--- src/rtl/cdb_arbiter_pkg.sv ---
// Shared constants for the common data bus producer side.
//   DATA_WIDTH      result value width
//   ROB_TAG_WIDTH   reorder-buffer tag width
//   ZERO_TAG_ROB    null tag; a zero tag means "no result / no broadcast"
//   CDB_FIFO_DEPTH  entries in each per-source result FIFO
package cdb_arbiter_pkg;

  localparam int DATA_WIDTH     = 32;
  localparam int ROB_TAG_WIDTH  = 4;
  localparam int CDB_FIFO_DEPTH = 4;

  localparam logic [ROB_TAG_WIDTH-1:0] ZERO_TAG_ROB = '0;

  // Source identifiers, also used as the round-robin last-grant encoding.
  typedef enum logic {
    SRC_ALU = 1'b0,
    SRC_LSB = 1'b1
  } cdb_src_e;

endpackage

--- src/rtl/cdb_fifo.sv ---
// Per-source result FIFO (tag + value) for the CDB arbiter.
// Ports:
//   clk, rst          clock, synchronous active-high reset
//   push_i            write tag_i/data_i at the tail (ignored while full)
//   pop_i             drop the head entry (ignored while empty)
//   clear_i           empty the FIFO; overrides push and pop
//   tag_i, data_i     entry to write
//   head_tag_o/_data_o  current head entry
//   empty_o, full_o   occupancy flags, combinational from the count
module cdb_fifo
  import cdb_arbiter_pkg::*;
#(
  parameter int DATA_W = DATA_WIDTH,
  parameter int TAG_W  = ROB_TAG_WIDTH,
  parameter int DEPTH  = CDB_FIFO_DEPTH
) (
  input  logic              clk,
  input  logic              rst,
  input  logic              push_i,
  input  logic              pop_i,
  input  logic              clear_i,
  input  logic [TAG_W-1:0]  tag_i,
  input  logic [DATA_W-1:0] data_i,
  output logic [TAG_W-1:0]  head_tag_o,
  output logic [DATA_W-1:0] head_data_o,
  output logic              empty_o,
  output logic              full_o
);

  localparam int PTR_W = $clog2(DEPTH);
  localparam int CNT_W = PTR_W + 1;
  localparam logic [CNT_W-1:0] FULL_CNT = CNT_W'(DEPTH);

  logic [TAG_W-1:0]  mem_tag_q  [DEPTH];
  logic [DATA_W-1:0] mem_data_q [DEPTH];

  logic [PTR_W-1:0] head_q, head_d;
  logic [PTR_W-1:0] tail_q, tail_d;
  logic [CNT_W-1:0] count_q, count_d;
  logic             do_push, do_pop;

  assign empty_o = (count_q == '0);
  assign full_o  = (count_q == FULL_CNT);

  assign do_push = push_i & ~full_o & ~clear_i;
  assign do_pop  = pop_i & ~empty_o & ~clear_i;

  assign head_tag_o  = mem_tag_q[head_q];
  assign head_data_o = mem_data_q[head_q];

  // Pointers are exactly log2(DEPTH) bits, so they wrap naturally.
  always_comb begin
    head_d  = head_q;
    tail_d  = tail_q;
    count_d = count_q;
    if (clear_i) begin
      head_d  = '0;
      tail_d  = '0;
      count_d = '0;
    end else begin
      if (do_push) tail_d = tail_q + PTR_W'(1);
      if (do_pop)  head_d = head_q + PTR_W'(1);
      case ({do_push, do_pop})
        2'b10:   count_d = count_q + CNT_W'(1);
        2'b01:   count_d = count_q - CNT_W'(1);
        default: count_d = count_q;
      endcase
    end
  end

  always_ff @(posedge clk) begin
    if (rst) begin
      head_q  <= '0;
      tail_q  <= '0;
      count_q <= '0;
    end else begin
      head_q  <= head_d;
      tail_q  <= tail_d;
      count_q <= count_d;
    end
  end

  // Storage needs no reset: nothing is read until the count says it is valid.
  always_ff @(posedge clk) begin
    if (!rst && do_push) begin
      mem_tag_q[tail_q]  <= tag_i;
      mem_data_q[tail_q] <= data_i;
    end
  end

endmodule

--- src/rtl/cdb_arbiter.sv ---
// Producer-side end of the common data bus. ALU and load/store results are
// buffered in one FIFO each; one FIFO head per cycle is granted and driven
// onto the registered CDB. A zero CDB tag means no broadcast this cycle.
// Build option: define CDB_RR_EN for round-robin arbitration between the two
// FIFOs when both hold entries; otherwise the ALU has fixed priority.
// Ports:
//   clk, rst                   clock, synchronous active-high reset
//   rdy                        global enable; low freezes all state
//   in_clear                   flush both FIFOs, idle the CDB
//   in_alu_tag/_value          ALU result (tag != 0 marks valid)
//   out_alu_full               ALU FIFO full
//   in_lsb_tag/_value          load/store result (tag != 0 marks valid)
//   out_lsb_full               LSB FIFO full
//   out_cdb_tag/_value         registered broadcast
module cdb_arbiter
  import cdb_arbiter_pkg::*;
#(
  parameter int DATA_W = DATA_WIDTH,
  parameter int TAG_W  = ROB_TAG_WIDTH,
  parameter int DEPTH  = CDB_FIFO_DEPTH
) (
  input  logic              clk,
  input  logic              rst,
  input  logic              rdy,
  input  logic              in_clear,
  input  logic [TAG_W-1:0]  in_alu_tag,
  input  logic [DATA_W-1:0] in_alu_value,
  output logic              out_alu_full,
  input  logic [TAG_W-1:0]  in_lsb_tag,
  input  logic [DATA_W-1:0] in_lsb_value,
  output logic              out_lsb_full,
  output logic [TAG_W-1:0]  out_cdb_tag,
  output logic [DATA_W-1:0] out_cdb_value
);

  localparam logic [TAG_W-1:0] NULL_TAG = TAG_W'(ZERO_TAG_ROB);

  logic              run;
  logic              alu_empty, lsb_empty;
  logic [TAG_W-1:0]  alu_head_tag, lsb_head_tag;
  logic [DATA_W-1:0] alu_head_data, lsb_head_data;
  logic              grant_alu, grant_lsb;
  logic              contended;
  logic [TAG_W-1:0]  cdb_tag_q, cdb_tag_d;
  logic [DATA_W-1:0] cdb_value_q, cdb_value_d;

  // Normal-operation cycle: enabled and not flushing.
  assign run       = rdy & ~in_clear;
  assign contended = ~alu_empty & ~lsb_empty;

  cdb_fifo #(.DATA_W(DATA_W), .TAG_W(TAG_W), .DEPTH(DEPTH)) u_alu_fifo (
    .clk         (clk),
    .rst         (rst),
    .push_i      (run & (in_alu_tag != NULL_TAG)),
    .pop_i       (run & grant_alu),
    .clear_i     (rdy & in_clear),
    .tag_i       (in_alu_tag),
    .data_i      (in_alu_value),
    .head_tag_o  (alu_head_tag),
    .head_data_o (alu_head_data),
    .empty_o     (alu_empty),
    .full_o      (out_alu_full)
  );

  cdb_fifo #(.DATA_W(DATA_W), .TAG_W(TAG_W), .DEPTH(DEPTH)) u_lsb_fifo (
    .clk         (clk),
    .rst         (rst),
    .push_i      (run & (in_lsb_tag != NULL_TAG)),
    .pop_i       (run & grant_lsb),
    .clear_i     (rdy & in_clear),
    .tag_i       (in_lsb_tag),
    .data_i      (in_lsb_value),
    .head_tag_o  (lsb_head_tag),
    .head_data_o (lsb_head_data),
    .empty_o     (lsb_empty),
    .full_o      (out_lsb_full)
  );

`ifdef CDB_RR_EN
  // Source granted on the most recent contended cycle; the other one wins
  // the next contention. Uncontended grants leave it untouched.
  cdb_src_e last_q;

  always_ff @(posedge clk) begin
    if (rst) begin
      last_q <= SRC_LSB;
    end else if (run && contended) begin
      last_q <= grant_alu ? SRC_ALU : SRC_LSB;
    end
  end

  always_comb begin
    grant_alu = ~alu_empty;
    grant_lsb = ~lsb_empty;
    if (contended) begin
      grant_alu = (last_q == SRC_LSB);
      grant_lsb = (last_q == SRC_ALU);
    end
  end
`else
  always_comb begin
    grant_alu = ~alu_empty;
    grant_lsb = ~lsb_empty & ~contended;
  end
`endif

  // Idle and flush cycles drive the null tag but keep the last value.
  always_comb begin
    cdb_tag_d   = NULL_TAG;
    cdb_value_d = cdb_value_q;
    if (!in_clear) begin
      if (grant_alu) begin
        cdb_tag_d   = alu_head_tag;
        cdb_value_d = alu_head_data;
      end else if (grant_lsb) begin
        cdb_tag_d   = lsb_head_tag;
        cdb_value_d = lsb_head_data;
      end
    end
  end

  always_ff @(posedge clk) begin
    if (rst) begin
      cdb_tag_q   <= NULL_TAG;
      cdb_value_q <= '0;
    end else if (rdy) begin
      cdb_tag_q   <= cdb_tag_d;
      cdb_value_q <= cdb_value_d;
    end
  end

  assign out_cdb_tag   = cdb_tag_q;
  assign out_cdb_value = cdb_value_q;

endmodule
--- config.mk ---
export PLATFORM = sky130hd
export DESIGN_NAME = cdb_arbiter
export DESIGN_NICKNAME = d
export VERILOG_FILES = /design/src/rtl/cdb_arbiter_pkg.sv /design/src/rtl/cdb_fifo.sv /design/src/rtl/cdb_arbiter.sv
export SDC_FILE = /design/constraint.sdc
export NUM_CORES = 1
export LEC_CHECK = 0
export CAP_MARGIN = 20
export CORE_ASPECT_RATIO = 1.75
export CORE_MARGIN = 5
export CORE_UTILIZATION = 60
export CTS_BUF_LIST = sky130_fd_sc_hd__clkbuf_8
export DETAILED_ROUTE_END_ITERATION = 16
export PLACE_DENSITY = 0.82
export SETUP_SLACK_MARGIN = 0.4
export SYNTH_ARGS = -nofsm -noshare
export SYNTH_HDL_FRONTEND = slang
export SYNTH_SLANG_ARGS = --single-unit
--- constraint.sdc ---
create_clock -name clk -period 3.3 [get_ports clk]
set_input_delay 0.33 -clock clk [delete_from_list [all_inputs] [get_ports clk]]
set_output_delay 0.33 -clock clk [all_outputs]
set_load 0.1 [all_outputs]
==> results.txt, run 1 <==
total track usage -> 0.2262
synth top area cells -> edfxtp_1 66%, mux4_2 12%, dfxtp_1 8.2%
Leak -> 4.791 nW
io pins -> 114
Hold Fails Final Rpt -> 0
outcome -> complete, no violations
number of diodes -> 0
first-pass GRT wire length -> 41,980 µm
port bufs -> 113
Bufs on Longest Clock Path -> 3
unrepaired setup endpoints after global routing -> no
count leader, synth -> edfxtp_1
GRT overflow -> 0
synthesized cell area -> 13,140 µm²
WHS Path Cells -> 1
Die Height -> 205.7 µm
largest net degree at the start of global routing -> 52
period utilization -> 0.7408
Synth Instances -> 700
critical path class -> reg -> reg
nets -> 923
wire per inst -> 23.64 µm
HPWL after DPL -> 18,420 µm
Initial DRT Pass Iterations -> 5
CP Max Fanout -> 5
final worst setup slack -> 0.8555 ns
startpoint types -> register
site row count -> 71
FF+latch count, synth -> 342
worst slack at placement -> 0.3614 ns
cts repair resizes -> 0
Root Buffer Master -> clkbuf_8
drt via density -> 6.041
Worst Clk Skew -> 0.03586 ns
top cell type's share of synthesized area -> 0.6584
Syn Nets -> 788
Cell variety after synth -> 37
Hold Crit Class -> in -> reg
Routability Congestion -> 0.8379
Power, Total -> 8.491 mW
Seq/Total Area, Yosys -> 0.7407
max cap viols -> 0
# H-tree levels -> 2
Yosys top cell by area -> edfxtp_1
total CTS buffers -> 44
Routed WL -> 27,440 µm
asr flop ratio synth -> 0
syn_area_per_cell -> 18.76 µm²
Initial Util -> 0.6085
CP arrival -> 2.92 ns
fmax -> 409.1 MHz
Worst Tran Pin Value -> 0.9933 ns
EDFF count, synth -> 288
DRC -> 0
CORE AREA -> 21,590 µm²
max-slew violations -> 0
final instance area -> 15,510 µm²
Post-DP Area -> 14,660 µm²
Clk Latency, worst-skew pair -> 0.55 ns
vias in the first global route -> 7,566
Setup TNS -> 0 ns
Most used DFF post-synth -> edfxtp_1
die width -> 121.8 µm
# hold bufs at CTS -> 0
# setup viols final -> 0
DRT iter0 DRCs -> 519
final antenna-violating net count -> 0
Setup Fix Bufs, Post-CTS -> 0
clock transition at the registers of the reported paths -> 0.07 ns
Worst setup EP type -> register
initial antenna violation count -> 0
Crit path required time -> 3.78 ns
YS warnings -> 0
Filler cells -> 1,302
peak supply drop -> 0.0003912 V
Min Clock Period, post-route -> 2.445 ns
Num Clock Sinks -> 342
area grow syn2layout -> 18.10%
die area -> 25,070 µm²
layout cell share with drive strength beyond 1 -> 0.1853
Slew HR -> 0.3357
vias post-DR -> 7,014
CTS tree -> done
Power Density -> 547.4 nW/µm²
R2R cell count -> 8
Post-synth top cells -> 288 x edfxtp_1, 72 x mux4_2, 54 x dfxtp_1
per-stage QoR:
step / utilization / cells / hold slack (ns)
2_1_floorplan: - / 700 / 0.4289
3_3_place_gp: 0.6791 / 1081 / 0.4661
3_5_place_dp: 0.6791 / 1081 / 0.4743
4_1_cts: 0.7186 / 1161 / 0.4044
5_1_grt: 0.7186 / 1161 / 0.4158
6_report: 0.7186 / 1161 / 0.4323
state kept, by name, summed over array words and instances, names as in the netlist, named ones only:
name and cells:
u_alu_fifo.tail_q 2, u_lsb_fifo.head_q 2, u_alu_fifo.count_q 3, u_alu_fifo.mem_data_q 128, u_alu_fifo.mem_tag_q 16, out_cdb_tag 4, u_lsb_fifo.mem_tag_q 16, out_cdb_value 32
u_lsb_fifo.tail_q 2, u_lsb_fifo.mem_data_q 128, u_lsb_fifo.count_q 3, u_alu_fifo.head_q 2
power by group:
part | internal (mW) | switching (mW) | total [mW]
Combinational | 0.237 | 0.478 | 0.715
Clock | 1.53 | 1.44 | 2.98
Sequential | 4.75 | 0.0470 | 4.80
Total | 6.52 | 1.97 | 8.49
routing by layer:
layer,share of wire,up-vias,GRT usage,wire length (µm)
met2,0.57,241,0.4274,15760
met5,0,-,0,0
met3,0.047,54,0.02860,1293
li1,-,3127,-,-
met1,0.34,3592,0.2533,9384
met4,0.036,0,0.09495,1000
worst paths after layout:
kind,endpoint,startpoint,slack [ns]
worst max-delay path,u_lsb_fifo.count_q[2],u_alu_fifo.count_q[0],0.86
worst min-delay path,u_lsb_fifo.mem_data_q[3][24],in_lsb_value[24],0.43
worst min register to register,register,u_lsb_fifo.head_q[1],0.49
worst max register to register,u_lsb_fifo.count_q[2],u_alu_fifo.count_q[0],0.86
kinds of logic (layout without fill, tap and decap cells):
logic type / count (synthesis) / count (layout) / share of synthesized area
compound gates: 65 / 65 / 0.03724
xor+xnor: 4 / 4 / 0.002667
fa+ha+maj: 12 / 12 / 0.01257
buf+inv: 97 / 266 / 0.03477
flops: 342 / 342 / 0.7407
mux: 73 / 73 / 0.1242
simple gates: 107 / 107 / 0.04782
placed cells by master (no fill, tap or decap), types with 8 or more instances in the layout:
cell | synthesis | routed
ha_1 | 10 | 10
nor4_1 | 38 | 38
clkdlybuf4s50_1 | 0 | 111
clkinv_1 | 0 | 10
nor3_1 | 34 | 33
mux4_2 | 72 | 72
buf_12 | 0 | 9
clkbuf_8 | 0 | 46
a2111oi_0 | 32 | 32
edfxtp_1 | 288 | 288
a21oi_1 | 13 | 13
inv_1 | 51 | 64
buf_4 | 0 | 15
dfxtp_1 | 54 | 52
and2_1 | 8 | 8
critical path, stage by stage (launching register included):
cell and delay (ns):
dfxtp_1 0.39, or3_1 0.44, nor3_1 0.24, ha_1 0.22, inv_1 0.07, fa_1 0.42
xor2_1 0.15, or3_1 0.32, a21oi_1 0.15
area by class of cell:
| type | count | area [µm²] | area share |
|---|---|---|---|
| clock buffer | 46 | 633.1 | 0.04081 |
| timing repair buffer | 135 | 1404 | 0.09050 |
| multi-input combinational | 261 | 2968 | 0.1913 |
| inverter | 51 | 191.4 | 0.01234 |
| tap | 292 | 365.4 | 0.02355 |
| sequential | 342 | 9732 | 0.6274 |
| clock inverter | 34 | 219.0 | 0.01412 |
No activity file was read; power rests on OpenSTA's default activity.
==> run 2, diff against run 1 <==
--- a/config.mk
+++ b/config.mk
@@ -8,10 +8,10 @@
 export CAP_MARGIN = 20
 export CORE_ASPECT_RATIO = 1.75
 export CORE_MARGIN = 5
-export CORE_UTILIZATION = 60
+export CORE_UTILIZATION = 54
 export CTS_BUF_LIST = sky130_fd_sc_hd__clkbuf_8
 export DETAILED_ROUTE_END_ITERATION = 16
-export PLACE_DENSITY = 0.82
+export PLACE_DENSITY = 0.78
 export SETUP_SLACK_MARGIN = 0.4
 export SYNTH_ARGS = -nofsm -noshare
 export SYNTH_HDL_FRONTEND = slang
==> constraint.sdc (replaced) <==
create_clock -name clk -period 2.1 [get_ports clk]
set_input_delay 0.21 -clock clk [delete_from_list [all_inputs] [get_ports clk]]
set_output_delay 0.21 -clock clk [all_outputs]
set_load 0.1 [all_outputs]
==> run 2 against run 1 <==
Register-to-register slack got worse by 0.91 ns. The run now ends with setup timing left. Critical endpoint unchanged. Critical path depth unchanged. Routed wire length grew 28%. Non-clock buffer count is 121 higher. Sequential share of layout area is 8.6 points lower. Cell area up 16%. Maximum frequency is 13% higher.
==> results.txt, run 2 (synthesis results as in run 1) <==
DRT iter0 DRCs -> 820 (was 519)
Die Height -> 216.3 µm (was 205.7 µm)
CP arrival -> 2.64 ns (was 2.92 ns)
final instance area -> 18,000 µm² (was 15,510 µm²)
Routability Congestion -> 0.9063 (was 0.8379)
Clk Latency, worst-skew pair -> 0.58 ns (was 0.55 ns)
nets -> 1,046 (was 923)
io pins -> 114 (unchanged)
die width -> 127.9 µm (was 121.8 µm)
Filler cells -> 1,337 (was 1,302)
wire per inst -> 27.05 µm (was 23.64 µm)
Slew HR -> 0.6153 (was 0.3357)
clock transition at the registers of the reported paths -> 0.07 ns (about the same)
# setup viols final -> 2 (was 0)
final worst setup slack -> -0.05847 ns (was 0.8555 ns)
vias in the first global route -> 8,361 (was 7,566)
most frequent cells in the layout -> 288 x edfxtp_1, 75 x clkdlybuf4s50_1, 75 x buf_4, 72 x mux4_2, 67 x inv_1 (was 288 x edfxtp_1, 111 x clkdlybuf4s50_1, 72 x mux4_2, 64 x inv_1, 52 x dfxtp_1)
most common cell after layout, fill and taps aside -> edfxtp_1 (unchanged)
Root Buffer Master -> clkbuf_8 (unchanged)
vias post-DR -> 7,952 (was 7,014)
GRT overflow -> 0 (unchanged)
failing checks -> setup timing
largest net degree at the start of global routing -> 42 (was 52)
max-slew violations -> 0 (unchanged)
startpoint types -> register (unchanged)
DRC -> 0 (unchanged)
Initial Util -> 0.5468 (was 0.6085)
GRT met2 Usage -> 0.4204 (was 0.4274)
Bufs on Longest Clock Path -> 3 (unchanged)
total CTS buffers -> 46 (was 44)
Hold Crit Class -> in -> reg (unchanged)
Hold Fails Final Rpt -> 0 (unchanged)
Leak -> 5.885 nW (was 4.791 nW)
HPWL after DPL -> 20,080 µm (was 18,420 µm)
critical path class -> reg -> reg (unchanged)
GRT Max-Usage Layer -> met2 (unchanged)
die area -> 27,670 µm² (was 25,070 µm²)
outcome -> complete, but fails checks (was complete, no violations)
Power Density -> 775.6 nW/µm² (was 547.4 nW/µm²)
met1 Resource Use GR -> 0.2763 (was 0.2533)
Worst setup EP type -> register (unchanged)
site row count -> 75 (was 71)
CORE AREA -> 24,020 µm² (was 21,590 µm²)
Initial DRT Pass Iterations -> 5 (unchanged)
Num Clock Sinks -> 342 (unchanged)
Routed WL -> 35,250 µm (was 27,440 µm)
# hold bufs at CTS -> 0 (unchanged)
Worst Tran Pin Value -> 0.5717 ns (was 0.9933 ns)
initial antenna violation count -> 1 (was 0)
final antenna-violating net count -> 0 (unchanged)
Global Route met3 Usage -> 0.03622 (was 0.02860)
Crit path required time -> 2.58 ns (was 3.78 ns)
period utilization -> 1.028 (was 0.7408)
# H-tree levels -> 2 (unchanged)
worst hold margin -> 0.2722 ns (was 0.4323 ns)
port bufs -> 113 (unchanged)
total track usage -> 0.2376 (was 0.2262)
max cap viols -> 0 (unchanged)
peak supply drop -> 0.0006261 V (was 0.0003912 V)
unrepaired setup endpoints after global routing -> yes (was no)
Min Clock Period, post-route -> 2.158 ns (was 2.445 ns)
CP Max Fanout -> 2 (was 5)
layout cell share with drive strength beyond 1 -> 0.3883 (was 0.1853)
CTS tree -> done (unchanged)
Worst Clk Skew -> 0.02753 ns (was 0.03586 ns)
first-pass GRT wire length -> 48,980 µm (was 41,980 µm)
Util after Layout -> 0.7495 (was 0.7186)
Post-DP Area -> 15,270 µm² (was 14,660 µm²)
drt via density -> 6.103 (was 6.041)
area grow syn2layout -> 37.07% (was 18.10%)
Setup TNS -> -0.08679 ns (was 0 ns)
Power, Total -> 13.96 mW (was 8.491 mW)
fmax -> 463.3 MHz (was 409.1 MHz)
==> run 2: cell count changes in the layout (fill, tap and decap cells not counted), sizes merged <==
cell	before	now
buf	24	173
clkdlybuf4s50	111	75
clkbuf	46	55
clkinv	17	11
inv	64	70
clkinvlp	1	3
bufbuf	0	1
diode	0	1
==> run 2: critical path, stage by stage (launching register included) <==
cell and delay, ns:
dfxtp_2 0.34, or3_4 0.41, nor3_4 0.14, ha_2 0.22, inv_2 0.04, fa_2 0.32
xor2_1 0.17, or3_1 0.32, a21oi_1 0.12
==> run 2: final timing paths <==
kind                              start                      endpoint  slack, ns  cells after the start
setup / recovery  u_alu_fifo.count_q[2]         u_lsb_fifo.count_q[2]      -0.06                      8
hold / removal         in_alu_value[11]  u_alu_fifo.mem_data_q[2][11]       0.27                      1
setup reg to reg  u_alu_fifo.count_q[2]         u_lsb_fifo.count_q[2]      -0.06                      8
hold reg to reg       out_cdb_value[11]             out_cdb_value[11]       0.49                      2
==> run 2: through the flow <==
step	setup WS, ns	std cells
detailed placement	-0.5491	1147
floorplan	-0.5977	700
global route	-0.09957	1303
global placement	-0.5095	1147
finish	-0.05847	1303
CTS	-0.07166	1286
==> run 2: layout make-up <==
| class | count | area [µm²] | area share |
|---|---|---|---|
| antenna | 1 | 2.502 | 0.0001390 |
| inverter | 51 | 195.2 | 0.01084 |
| multi-input combinational | 261 | 3466 | 0.1925 |
| clock buffer | 48 | 660.6 | 0.03669 |
| timing repair buffer | 256 | 3322 | 0.1845 |
| tap | 308 | 385.4 | 0.02140 |
| sequential | 342 | 9743 | 0.5411 |
| clock inverter | 36 | 230.2 | 0.01279 |
==> run 2: routing by layer <==
layer | wire length (µm) | up-vias
met5 | 0 | -
met4 | 1877 | 0
met2 | 19310 | 405
met1 | 12100 | 4052
li1 | - | 3391
met3 | 1963 | 104
==> run 2: power by group <==
part	switching [mW]	internal (mW)	leakage, nW
Combinational	0.926	0.587	2.32
Clock	2.41	2.50	0.518
Sequential	0.0720	7.47	3.04
Total	3.41	10.6	5.88
==> run 2: timing repair <==
action,in CTS,in global routing
resized for setup,70,77
pin swaps,12,15
cloned,20,7
setup endpoints to repair,327,340
buffers inserted,35,9
==> run 3, diff against run 2 <==
--- a/config.mk
+++ b/config.mk
@@ -5,7 +5,6 @@
 export SDC_FILE = /design/constraint.sdc
 export NUM_CORES = 1
 export LEC_CHECK = 0
-export CAP_MARGIN = 20
 export CORE_ASPECT_RATIO = 1.75
 export CORE_MARGIN = 5
 export CORE_UTILIZATION = 54
==> results of run 3 <==
Final layout, timing and power as in run 2 (identical DEF).
